File: src/rtl/tt_sweeper.sv
// Exhaustive truth-table sweeper: walks every input vector of a small combinational
// block, samples its outputs after a settle delay and scores them against EXPECT.
module tt_sweeper #(
  parameter int N_IN   = 4,
  parameter int N_OUT  = 4,
  parameter int SETTLE = 1,
  parameter logic [N_OUT*(2**N_IN)-1:0] EXPECT = '0
) (
  input  logic              clk,
  input  logic              rst_n,
  input  logic              start,
  input  logic              abort,
  input  logic [N_OUT-1:0]  dut_out,
  output logic [N_IN-1:0]   dut_in,
  output logic              busy,
  output logic              done,
  output logic              pass,
  output logic [N_IN+3:0]   err_count,
  output logic              first_fail_valid,
  output logic [N_IN-1:0]   first_fail_vec,
  output logic [N_OUT-1:0]  first_fail_mask,
  output logic              cap_valid,
  output logic [N_IN-1:0]   cap_vec,
  output logic [N_OUT-1:0]  cap_out,
  output logic [N_OUT-1:0]  cap_mism
);

  localparam int NV = 2**N_IN;
  localparam int EW = N_IN + 4;
  localparam logic [3:0] SETTLE_W = SETTLE[3:0];

  typedef enum logic [1:0] {S_IDLE, S_DRIVE, S_SAMPLE, S_DONE} state_t;

  state_t            state_q, state_d;
  logic [N_IN-1:0]   vec_q, vec_d;
  logic [3:0]        settle_q, settle_d;
  logic [EW-1:0]     err_q, err_d;
  logic              ffv_q, ffv_d;
  logic [N_IN-1:0]   ffvec_q, ffvec_d;
  logic [N_OUT-1:0]  ffmask_q, ffmask_d;
  logic              pass_q, pass_d;

  logic [N_OUT-1:0]  exp_bits;
  logic [N_OUT-1:0]  mism;
  logic [3:0]        mism_cnt;
  logic [EW-1:0]     err_sum;

  // Each channel owns a contiguous 2^N_IN slice of EXPECT, indexed by the vector.
  genvar gi;
  generate
    for (gi = 0; gi < N_OUT; gi++) begin : g_chan
      logic [NV-1:0] chan_tbl;
      assign chan_tbl     = EXPECT[gi*NV +: NV];
      assign exp_bits[gi] = chan_tbl[vec_q];
    end
  endgenerate

  assign mism = dut_out ^ exp_bits;

  always_comb begin
    mism_cnt = '0;
    for (int i = 0; i < N_OUT; i++) begin
      mism_cnt = mism_cnt + {3'b000, mism[i]};
    end
  end

  assign err_sum = err_q + {{(EW-4){1'b0}}, mism_cnt};

  always_comb begin
    state_d  = state_q;
    vec_d    = vec_q;
    settle_d = settle_q;
    err_d    = err_q;
    ffv_d    = ffv_q;
    ffvec_d  = ffvec_q;
    ffmask_d = ffmask_q;
    pass_d   = pass_q;
    case (state_q)
      S_IDLE: begin
        if (start && !abort) begin
          err_d    = '0;
          ffv_d    = 1'b0;
          ffvec_d  = '0;
          ffmask_d = '0;
          pass_d   = 1'b0;
          vec_d    = '0;
          settle_d = SETTLE_W;
          state_d  = S_DRIVE;
        end
      end
      S_DRIVE: begin
        if (abort) begin
          state_d = S_IDLE;
        end else if (settle_q <= 4'd1) begin
          state_d = S_SAMPLE;
        end else begin
          settle_d = settle_q - 4'd1;
        end
      end
      S_SAMPLE: begin
        // An aborted sample is dropped entirely; pass stays at its cleared value.
        if (abort) begin
          state_d = S_IDLE;
        end else begin
          err_d = err_sum;
          if ((mism != '0) && !ffv_q) begin
            ffv_d    = 1'b1;
            ffvec_d  = vec_q;
            ffmask_d = mism;
          end
          if (&vec_q) begin
            pass_d  = (err_sum == '0);
            state_d = S_DONE;
          end else begin
            vec_d    = vec_q + 1'b1;
            settle_d = SETTLE_W;
            state_d  = S_DRIVE;
          end
        end
      end
      S_DONE: begin
        state_d = S_IDLE;
      end
      default: begin
        state_d = S_IDLE;
      end
    endcase
  end

  always_ff @(posedge clk or negedge rst_n) begin
    if (!rst_n) begin
      state_q  <= S_IDLE;
      vec_q    <= '0;
      settle_q <= '0;
      err_q    <= '0;
      ffv_q    <= 1'b0;
      ffvec_q  <= '0;
      ffmask_q <= '0;
      pass_q   <= 1'b0;
    end else begin
      state_q  <= state_d;
      vec_q    <= vec_d;
      settle_q <= settle_d;
      err_q    <= err_d;
      ffv_q    <= ffv_d;
      ffvec_q  <= ffvec_d;
      ffmask_q <= ffmask_d;
      pass_q   <= pass_d;
    end
  end

  assign dut_in           = vec_q;
  assign busy             = (state_q == S_DRIVE) || (state_q == S_SAMPLE);
  assign done             = (state_q == S_DONE);
  assign pass             = pass_q;
  assign err_count        = err_q;
  assign first_fail_valid = ffv_q;
  assign first_fail_vec   = ffvec_q;
  assign first_fail_mask  = ffmask_q;

  // Capture fields read as zero outside SAMPLE so the port is quiet between beats.
  assign cap_valid = (state_q == S_SAMPLE);
  assign cap_vec   = cap_valid ? vec_q   : '0;
  assign cap_out   = cap_valid ? dut_out : '0;
  assign cap_mism  = cap_valid ? mism    : '0;

endmodule
File: config.mk
export PLATFORM = sky130hd
export DESIGN_NAME = tt_sweeper
export DESIGN_NICKNAME = d
export VERILOG_FILES = /design/src/rtl/tt_sweeper.sv
export SDC_FILE = /design/constraint.sdc
export NUM_CORES = 1
export LEC_CHECK = 0
export CAP_MARGIN = 20
export CORE_ASPECT_RATIO = 1.2
export CORE_UTILIZATION = 49
export DETAILED_ROUTE_END_ITERATION = 7
export HOLD_SLACK_MARGIN = 0.08
export PLACE_DENSITY = 0.79
export SYNTH_ARGS = -nofsm -noshare
export SYNTH_HDL_FRONTEND = slang
export SYNTH_SLANG_ARGS = --single-unit
File: constraint.sdc
create_clock -name clk -period 2.93 [get_ports clk]
set_input_delay 0.4395 -clock clk [delete_from_list [all_inputs] [get_ports clk]]
set_output_delay 0.4395 -clock clk [all_outputs]
set_load 0.01 [all_outputs]
Yosys cells after proc, flatten, opt, wreduce, memory -nomap -nowiden. Memories as Yosys holds them, arrays and structs flattened. Cells that the tools add are included.

Memories: 1. Logic and storage cells: 82. Memory bits (read-only): 16. Bits in registers: 28. Output and inout bits: 37. Input port bits: 8.

Equal/unequal tests: 11. Order comparisons: 2. Bitwise gates (word level): 1. Mux-type cells: 36. Add/subtract/negate cells: 6. Reduce and logical (&&, ||, !) cells: 17.

Memories: (no name shown) (words 16, bits a word 1, read ports 1, clocked after memory_dff 0, wr ports 0, RTL line 54) `assign exp_bits[gi] = chan_tbl[vec_q];`.

Operator list (number): $mux 4 (15); $pmux 4 s2 (3); $mux 8 (2); $pmux 8 s2 (1); $reduce_and 4->1 (4); $pmux 4 s3 (1); $mux 2 (5); $ne 2x2->1 const B (5); $add 8x4->8 (1); $logic_not 8->1 (1); $pmux 2 s4 (1); $mux 1 (6); $reduce_and 6->1 (1); $lt 4x5->1 const B (1); $add 3x1->4 (1); $add 4x1->4 const B (1); $eq 2x2->1 const B (2); $le 4x1->1 const B (1); $ne 2x1->1 const B (2); $pmux 1 s2 (2); $reduce_bool 4->1 (1); $sub 4x1->4 const B (1); $xor 4x4->4 (1); $add 2x1->3 (1); 11 further kinds (13).

Logic depth before layout (Yosys ltp). Gate-level depths: netlist of the first run.

Word-level depth: 11. Gate-level depth with buffers: 9. Gate-level depth less buffers: 7.

Worst setup path before layout of the first run. Ideal clock, no wire load.

Kind: input to register. From: input dut_out[0]. To: register pass_q (netlist: pass). Setup time: 0.110 ns. Stages: 7. Arrival time: 2.462 ns. Slack: 0.358 ns. Path through: fa_1 -> fa_1 -> fa_1 -> nand4_1 -> mux2i_1 -> a22oi_1 -> o41ai_1.

Word-level cells in the longest chain between the ends: 9.

Ends and longest elaborated chain: from (decl) (RTL line 13) `input logic [N_OUT-1:0] dut_out,`; $xor 4x4->4 (RTL line 58) `assign mism = dut_out ^ exp_bits;`; $add 1x1->2 (RTL line 63) `mism_cnt = mism_cnt + {3'b000, mism[i]};`; $add 2x1->3 (RTL line 63); $add 3x1->4 (RTL line 63); $add 8x4->8 (RTL line 67) `assign err_sum = err_q + {{(EW-4){1'b0}}, mism_cnt};`; $logic_not 8->1 (RTL line 112) `pass_d = (err_sum == '0);`; $mux 1 (RTL line 111) `if (&vec_q) begin`; $mux 1 (RTL line 102) `if (abort) begin`; $pmux 1 s2 (RTL line 78) `case (state_q)`; to (signal assigned) (RTL line 148) `pass_q <= pass_d;`; to (decl) (RTL line 41) `logic pass_q, pass_d;`.

Every way passes these cells. The select of a mux whose other input is x is not followed. A chain may end at the register's enable or synchronous reset.

Worst setup path after layout of the first run. Same ends and word-level chain as after synthesis.

==> flow_summary.toml, run 1 <==
[timing]
hold_ws_ns = 0.536
hold_violations = 0
worstMarginPinSlew_ns = 0.643
fin_skew_ns = 0.00527
fin_crit_sh_pct = 95.1
drv_slew = 0
setup_ws_ns = 0.144
period_needed_ns = 2.79
rsz0062_at_grt = "no"
fmax_ghz = 0.359
finalSetupViolations = 0
slew_headroom_pct = 56.7

[status]
status = "complete, but fails checks"
violations = "DRC"

[placement]
placed_cell_area_um2 = 2330
place.port_buffers = 44
placed_cells = 266
gp_congestion = 0.811
dp_hpwl_mm = 3.31
place_ws_ns = -0.312

[critical_path]
path_cells = "clkdlybuf4s50_1, fa_1, fa_2, fa_2, xor2_1, nor3_1, nand4_1, o41ai_2"
cp_data_arrival_time_ns = 2.96
crit_required_ns = 3.11
cp_common_cell = "fa_2"
start_kind = "input port"
worstSetupPathType = "input port to flip-flop"
crit_path_max_fanout = 3
cp_slowest_stage_delay_ns = 0.52
cp-end-kind = "flip-flop"
cpMaxStageDelayCell = "fa_1"

[floorplan]
die_area_um2 = 4000
die_w_um = 57.9
die_y_um = 69.1
rows = 24
core_area_um2 = 3600
ios = 45
floorplan.initialDensity_pct = 51.0

[clocking]
clk_path_buf_depth = 2
htree_levels = 1
cts_hold_buf = 0
clock_latency_ns = 0.27
cts.sinks = 28
root_buffer = "clkbuf_8"
cts_buffers = 3
clk_pin_slew_worst_paths_ns = 0.09
cts_tree = "built"

[logic_synthesis]
synth_top_cell_by_area = "dfrtp_1"
synth_top_flop_cell = "dfrtp_1"
ys_seq_area_share_pct = 38.1
async_reset_ff_share_pct = 100
yosysMostFrequentCell = "dfrtp_1"
yosys-top-cells-area = "dfrtp_1 (38%), a22o_1 (11%), ha_1 (6.1%)"
syn_inst = 184
yosys_warnings = 0
yosysUniqueCellTypes = 50
synth.ff_latch_count = 28
ys_top_cells_by_count = "dfrtp_1 (28), a22o_1 (23), inv_1 (11), a21oi_1 (9), ha_1 (9)"
syn_area_per_cell_um2 = 9.98
synth_top_area_share_pct = 38.1
syn_area_um2 = 1840
synth-edff-count = 0
syn_nets = 204

[power_and_ir_drop]
ir_worst_vdd_uv = 492
leakagePower_nw = 1.02
power_density_nw_per_um2 = 610
power_mw = 1.45

[layout]
area_growth_pct = 29.7
nets = 252
antenna_cells = 0
drive_gt1_share_pct = 11.3
final_cell_area_um2 = 2380
final_cells = 269

[global_route]
grt_pass1_vias = 1673
overflow = 0
grt_pass1_wl_mm = 7.33
grt_max_degree = 29
antenna_found_initial = 0
track_usage_pct = 22.7

[routing]
route.detailed.drc = 4
dr.pass1.iters = 6
vias_per_cell = 5.91
drtIter0Drc = 51
wl_per_cell_um = 15.7
ant_nets = 0
drt_wl_total_mm = 4.23
num_vias = 1590

[hold_path]
holdCritPathClass = "flip-flop to flip-flop"

[run]
maxCapViolations = 0
## state kept, by name (all words and copies together) (netlist names)
register          flops
pass                  1
first_fail_vec        4
settle_q              4
state_q               2
first_fail_mask       4
dut_in                4
err_count             8
first_fail_valid      1
## cell usage in the layout, fill, tap and decap left out, types with 2 or more instances in the layout
cell,n
a22o_1,23
buf_4,13
or3_1,2
o22ai_1,3
dfrtp_1,28
nor3_1,5
nand2_1,8
nor3b_1,2
inv_1,11
or4_1,2
nand4_1,2
and2_1,8
nand3_1,3
mux2i_1,2
clkdlybuf4s50_1,44
or2_2,2
ha_1,9
o211ai_1,2
clkbuf_8,3
a21oi_1,9
a22oi_1,3
nor2_1,8
o21ai_0,6
xor2_1,2
nor2b_1,3
fa_2,2
or2_0,2
xnor2_1,3
## through the flow
stage	util, %	setup TNS, ns
3_3_place_gp	64.6	-0.190
3_5_place_dp	64.6	-0.402
2_1_floorplan	-	0
6_report	66.1	0
4_1_cts	65.8	0
5_1_grt	66.1	0
## repair_timing
item | in CTS | in global routing
setup endpoints to repair | 0 | 1
hold endpoints to repair | 0 | 0
gates resized for setup | 0 | 3
buffers inserted | 0 | 0
## per-layer routing
layer	track usage [%]	wire, um	vias up
met2	40.0	2250	44
met1	28.7	1760	780
met5	0	0	-
met3	2.81	171	6
li1	-	-	760
met4	6.08	43	0
## path summary, 6_finish.rpt
check	from	end	slack [ns]	cells past startpoint
max	dut_out[0]	pass	0.14	8
min	pass	pass	0.54	2
max reg2reg	err_count[0]	pass	0.85	6
min reg2reg	pass	pass	0.54	2
max in group asynchronous	rst_n	dut_in[3]	2.11	2
min in group asynchronous	rst_n	first_fail_mask[3]	0.55	2
## cell families after synthesis
| group | after synthesis | share of synthesized area (%) |
|---|---|---|
| adder cells (fa/ha/maj) | 12 | 9.40 |
| XOR/XNOR | 5 | 2.38 |
| AND/OR/NAND/NOR | 51 | 15.8 |
| AO/OA/AOI/OAI | 59 | 24.4 |
| flip-flops | 28 | 38.1 |
| buffers and inverters | 25 | 7.42 |
| multiplexers | 4 | 2.45 |
## power by group
group,total (mW),internal (mW),switching (mW)
combinational,0.740,0.362,0.378
sequential,0.510,0.440,0.0699
clock,0.203,0.0922,0.111
## final cells by class
type                    count  area [um2]
repair buffers             57         538
flip-flops and latches     28         701
clock buffers               3        41.3
multi-input cells         131        1010
fillers                   300        1220
well taps                  39        48.8
inverters                  11        41.3
## worst max-delay path, delay by kind of cell
| family | cells | cell delay [ns] |
|---|---|---|
| AO/OA/AOI/OAI | 1 | 0.32 |
| XOR/XNOR | 1 | 0.16 |
| adder cells (fa/ha/maj) | 3 | 1.26 |
| buffers and inverters | 1 | 0.45 |
| AND/OR/NAND/NOR | 2 | 0.33 |
Power figures use the tool's default switching activity.
==> run 2: changes to the inputs <==
Settings changed: CAP_MARGIN 20 to 25, CTS_CLUSTER_SIZE set to 12, GPL_TIMING_DRIVEN set to 0.
==> run 2 against run 1 <==
Effect of this change: the flow still finishes with violations (DRC); sequential power decreased by 1%; clock skew decreased by 0.0037 ns; total power increased by 2.7%; critical path type unchanged; largest power group unchanged; highest routed layer unchanged.
==> flow_summary.toml, run 2 (same netlist as run 1, synthesis figures left out) <==
[layout]
final_util_pct = 66.7
nets = 252
final_cells = 270
antenna_cells = 0
area_growth_pct = 30.9
largest_reg_flops = 8
drive_gt1_share_pct = 10.8
final_cell_mix = "clkdlybuf4s50_1 (40), dfrtp_1 (28), a22o_1 (23)"
final_common_cell = "clkdlybuf4s50_1"

[floorplan]
die_w_um = 57.9
ios = 45
die_area_um2 = 4000
rows = 24
core_area_um2 = 3600
die_y_um = 69.1
floorplan.initialDensity_pct = 51.0

[global_route]
grt_pass1_vias = 1491
track_usage_pct = 20.9
grt_max_degree = 20
antenna_found_initial = 0
grt_pass1_wl_mm = 6.70
overflow = 0

[critical_path]
cp-startpoint = "dut_out[0]"
crit_path_max_fanout = 5
start_kind = "input port"
endpoint = "pass"
r2r-start = "err_count[0]"
crit_required_ns = 3.11
cp_data_arrival_time_ns = 2.88
cp-end-kind = "flip-flop"
timing.rr.end = "pass"
worstSetupPathType = "input port to flip-flop"
r2r_slack_ns = 0.75
r2r_cells = 6

[clocking]
cts.sinks = 28
clock_latency_ns = 0.28
htree_levels = 1
cts_tree = "built"
cts_buffers = 3
root_buffer = "clkbuf_8"
clk_path_buf_depth = 2
cts_hold_buf = 0
clk_pin_slew_worst_paths_ns = 0.10

[placement]
gp_congestion = 0.750
place.port_buffers = 43
placed_cells = 267
dp_hpwl_mm = 2.99
place_ws_ns = -0.389

[status]
status = "complete, but fails checks"
violations = "DRC"

[timing]
fin_skew_ns = 0.00156
worstMarginPinSlew_ns = 0.860
drv_slew = 0
setup_ws_ns = 0.230
finalSetupViolations = 0
fin_crit_sh_pct = 92.2
rsz0062_at_grt = "no"
hold_violations = 0
slew_headroom_pct = 42.6
period_needed_ns = 2.70
fin_setup_tns_ns = 0
fmax_ghz = 0.370

[power_and_ir_drop]
leakagePower_nw = 1.05
p_switching_mw = 0.568
power_frac_seq_pct = 33.7
ir_worst_vdd_uv = 443
switching_share_pct = 38.0
combPwrFrac_pct = 49.7
power_mw = 1.49
power_density_nw_per_um2 = 621
internal-power_mw = 0.925
clockPowerShare_pct = 16.6

[routing]
drt_wl_total_mm = 3.93
dr.pass1.iters = 6
vias_per_cell = 5.79
drtIter0Drc = 45
route.detailed.drc = 4
num_vias = 1563
ant_nets = 0
wl_per_cell_um = 14.6

[run]
maxCapViolations = 0

[hold_path]
holdCritPathClass = "input port to async pin"
[run 2: cell types whose count changed in the layout (fill, tap and decap cells not counted), sizes merged]
| cell | before | now |
|---|---|---|
| buf | 13 | 12 |
| dlygate4sd2 | 0 | 2 |
| clkdlybuf4s50 | 44 | 40 |
| clkbuf | 3 | 6 |
| dlymetal6s2s | 0 | 1 |
[run 2: power groups by stage]
stage	clock, mW	combinational, mW	sequential, mW
after floorplan	0	0.451	0.519
after global placement	0	0.732	0.508
after detailed placement	0	0.746	0.512
after CTS	0.247	0.752	0.503
after global routing	0.262	0.815	0.513
final	0.247	0.742	0.503
[run 2: cell type report]
| cell class | instances | area [um2] |
|---|---|---|
| Inverter | 11 | 41.3 |
| Tap cell | 39 | 48.8 |
| Buffer | 13 | 91.3 |
| Fill cell | 309 | 1200 |
| Multi-Input combinational cell | 131 | 1010 |
| Clock buffer | 4 | 55.1 |
| Timing Repair Buffer | 44 | 458 |
| Sequential cell | 28 | 701 |
[run 2: worst min path at each step]
| stage | endpoint | from | slack [ns] |
|---|---|---|---|
| floorplan | dut_in[0] | rst_n | 0.14 |
| global placement | pass | pass | 0.50 |
| detailed placement | pass | pass | 0.50 |
| CTS | first_fail_vec[1] | rst_n | 0.51 |
| global route | settle_q[3] | abort | 0.53 |
| finish | first_fail_vec[1] | rst_n | 0.50 |
[run 2: critical path: stages]
cell	delay, ns
dlygate4sd2_1	0.29
fa_1	0.52
fa_1	0.42
fa_2	0.41
xor2_1	0.16
nor3_1	0.19
nand4_1	0.14
o41ai_2	0.33
[run 2: routing by layer]
layer,track usage (%),wire (um)
met5,0,0
met4,8.47,34
met3,2.81,141
met2,36.1,1980
met1,25.8,1780
[run 2: metrics by stage]
step | hold WS [ns] | area (um2)
final | 0.498 | 2400
after detailed placement | 0.502 | 2340
after global routing | 0.533 | 2400
after global placement | 0.496 | 2320
after floorplan | 0.144 | 1840
after CTS | 0.508 | 2410
[run 2: timing repair]
item	4_1_cts	5_1_grt
pin swaps	1	0
endpoints found under the setup margin	1	5
resized for setup	4	1
gates cloned	0	0
buffers inserted	0	0
==> run 3: changes to the inputs <==
Settings changed: ABC_AREA set to 1, PLACE_DENSITY 0.79 to 0.8.
==> run 3 against run 2 <==
Effect of this change: the run still ends with DRC left; cell count increased by 19%; clock power grew 28%; final area barely moved; first-iteration DRC count is 78% higher; clock-buffer cell count down 1; synthesized area is 1.2% lower; global-route usage increased by 0.95 points; via count rose by 6.7%; critical endpoint unchanged; largest cell class unchanged; largest power group unchanged.
==> flow_summary.toml, run 3 <==
[floorplan]
core_area_um2 = 3420
die_y_um = 68.7
floorplan.initialDensity_pct = 53.0
die_w_um = 57.6
die_area_um2 = 3950
ios = 45
rows = 23

[logic_synthesis]
yosys-top-cells-area = "dfrtp_1 (39%), nand2_1 (16%), inv_1 (6.6%)"
synth_top_flop_cell = "dfrtp_1"
syn_nets = 254
async_reset_ff_share_pct = 100
yosysUniqueCellTypes = 33
synth_top_cell_by_area = "dfrtp_1"
syn_area_per_cell_um2 = 7.76
syn_inst = 234
yosys_warnings = 0
synth_top_area_share_pct = 38.6
syn_area_um2 = 1820
ys_top_cells_by_count = "nand2_1 (75), inv_1 (32), dfrtp_1 (28), o21ai_0 (14)"
synth-edff-count = 0
ys_seq_area_share_pct = 38.6
yosysMostFrequentCell = "nand2_1"
synth.ff_latch_count = 28

[critical_path]
cp_top_family = "adder cells"
r2r_slack_ns = 0.91
crit_path_max_fanout = 4
crit_buf_inv = 2
start_kind = "input port"
worstSetupPathType = "input port to flip-flop"
cp_common_cell = "nand2_1"
path_cells = "clkdlybuf4s50_1, fa_1, fa_1, fa_2, inv_1, nand2_1, nor2_1, nand2_1, nor2_1, nand2_1, nor2_1, nand2_1, nand2_1"
cp_data_arrival_time_ns = 3.01
crit_required_ns = 3.16
cp_slowest_stage_delay_ns = 0.58
cp-end-kind = "flip-flop"
cpMaxStageDelayCell = "clkdlybuf4s50_1"

[clocking]
cts_buffers = 3
cts.sinks = 28
cts_tree = "built"
root_buffer = "clkbuf_8"
htree_levels = 1
clk_path_buf_depth = 2
clk_pin_slew_worst_paths_ns = 0.10
clock_latency_ns = 0.28

[status]
violations = "DRC"
status = "complete, but fails checks"

[timing]
fin_skew_ns = 0.00397
hold_ws_ns = 0.477
period_needed_ns = 2.78
slew_headroom_pct = 54.9
fin_setup_tns_ns = 0
setup_ws_ns = 0.154
fmax_ghz = 0.360
worstMarginPinSlew_ns = 0.674
hold_violations = 0
finalSetupViolations = 0
drv_slew = 0
rsz0062_at_grt = "no"
fin_crit_sh_pct = 94.7

[hold_path]
holdCritPathClass = "flip-flop to flip-flop"

[placement]
place_ws_ns = -0.151
place.port_buffers = 44
placed_cells = 316
gp_congestion = 0.791
dp_hpwl_mm = 3.10
placed_cell_area_um2 = 2330

[global_route]
grt_max_degree = 18
track_usage_pct = 21.9
overflow = 0
grt_pass1_wl_mm = 6.62
antenna_found_initial = 0
grt_pass1_vias = 1494

[layout]
final_cell_mix = "nand2_1 (75), clkdlybuf4s50_1 (44), inv_1 (32)"
area_growth_pct = 32.4
nets = 304
antenna_cells = 0
final_cell_area_um2 = 2400
largest_reg_flops = 8
final_cells = 320
final_common_cell = "nand2_1"
final_util_pct = 70.2
drive_gt1_share_pct = 9.89

[routing]
ant_nets = 0
route.detailed.drc = 10
dr.pass1.iters = 6
wl_per_cell_um = 12.5
vias_per_cell = 5.21
drtIter0Drc = 80
num_vias = 1667
drt_wl_total_mm = 4.00

[power_and_ir_drop]
power_mw = 1.81
leakagePower_nw = 1.22
power_density_nw_per_um2 = 754
ir_worst_vdd_uv = 627

[run]
maxCapViolations = 0
==> run 3: layer usage <==
layer / up-vias / part of all wire (%) / global-route usage [%]
li1: 835 / - / -
met1: 784 / 44 / 27.0
met2: 43 / 50 / 38.1
met3: 5 / 4.3 / 2.99
met4: 0 / 1.5 / 10.4
met5: - / 0 / 0
==> run 3: power breakdown <==
group	switching [mW]	leakage, nW	internal, mW
registers	0.0852	0.381	0.462
clock network	0.131	0.0357	0.183
logic	0.523	0.801	0.426
total	0.740	1.22	1.07
==> run 3: path summary, 6_finish.rpt <==
path                                      to         startpoint  depth (start not counted)
min                        first_fail_vec[1]  first_fail_vec[1]                          2
max                                     pass         dut_out[3]                         13
min in group asynchronous       err_count[6]              rst_n                          1
max reg2reg                             pass       err_count[0]                         11
max in group asynchronous               pass              rst_n                          2
min reg2reg                first_fail_vec[1]  first_fail_vec[1]                          2
==> run 3: final cells by class <==
type                    instances  area (um2)
well taps                      37        46.3
inverters                      37         151
plain buffers                   7        65.1
clock inverters                 1        30.0
repair buffers                 45         468
multi-input cells             162         901
clock buffers                   3        41.3
flip-flops and latches         28         701
fillers                       308        1020
==> run 3: logic make-up (layout without fill, tap and decap cells) <==
logic type / after synthesis / in the layout / synth area share, %
buf+inv: 44 / 93 / 11.9
simple gates: 118 / 118 / 28.7
fa+ha+maj: 12 / 12 / 9.51
compound gates: 32 / 32 / 11.3
flops: 28 / 28 / 38.6
==> run 3: what timing repair did <==
action | in CTS | in global routing
setup endpoints to repair | 0 | 1
setup buffers | 0 | 0
hold buffers | 0 | 0
resized for setup | 0 | 1
==> run 3: worst min-delay path: cells and delay by family, from the launching register on <==
family | cells | cell delay [ns]
and+or+nand+nor | 2 | 0.09
DFF | 1 | 0.36
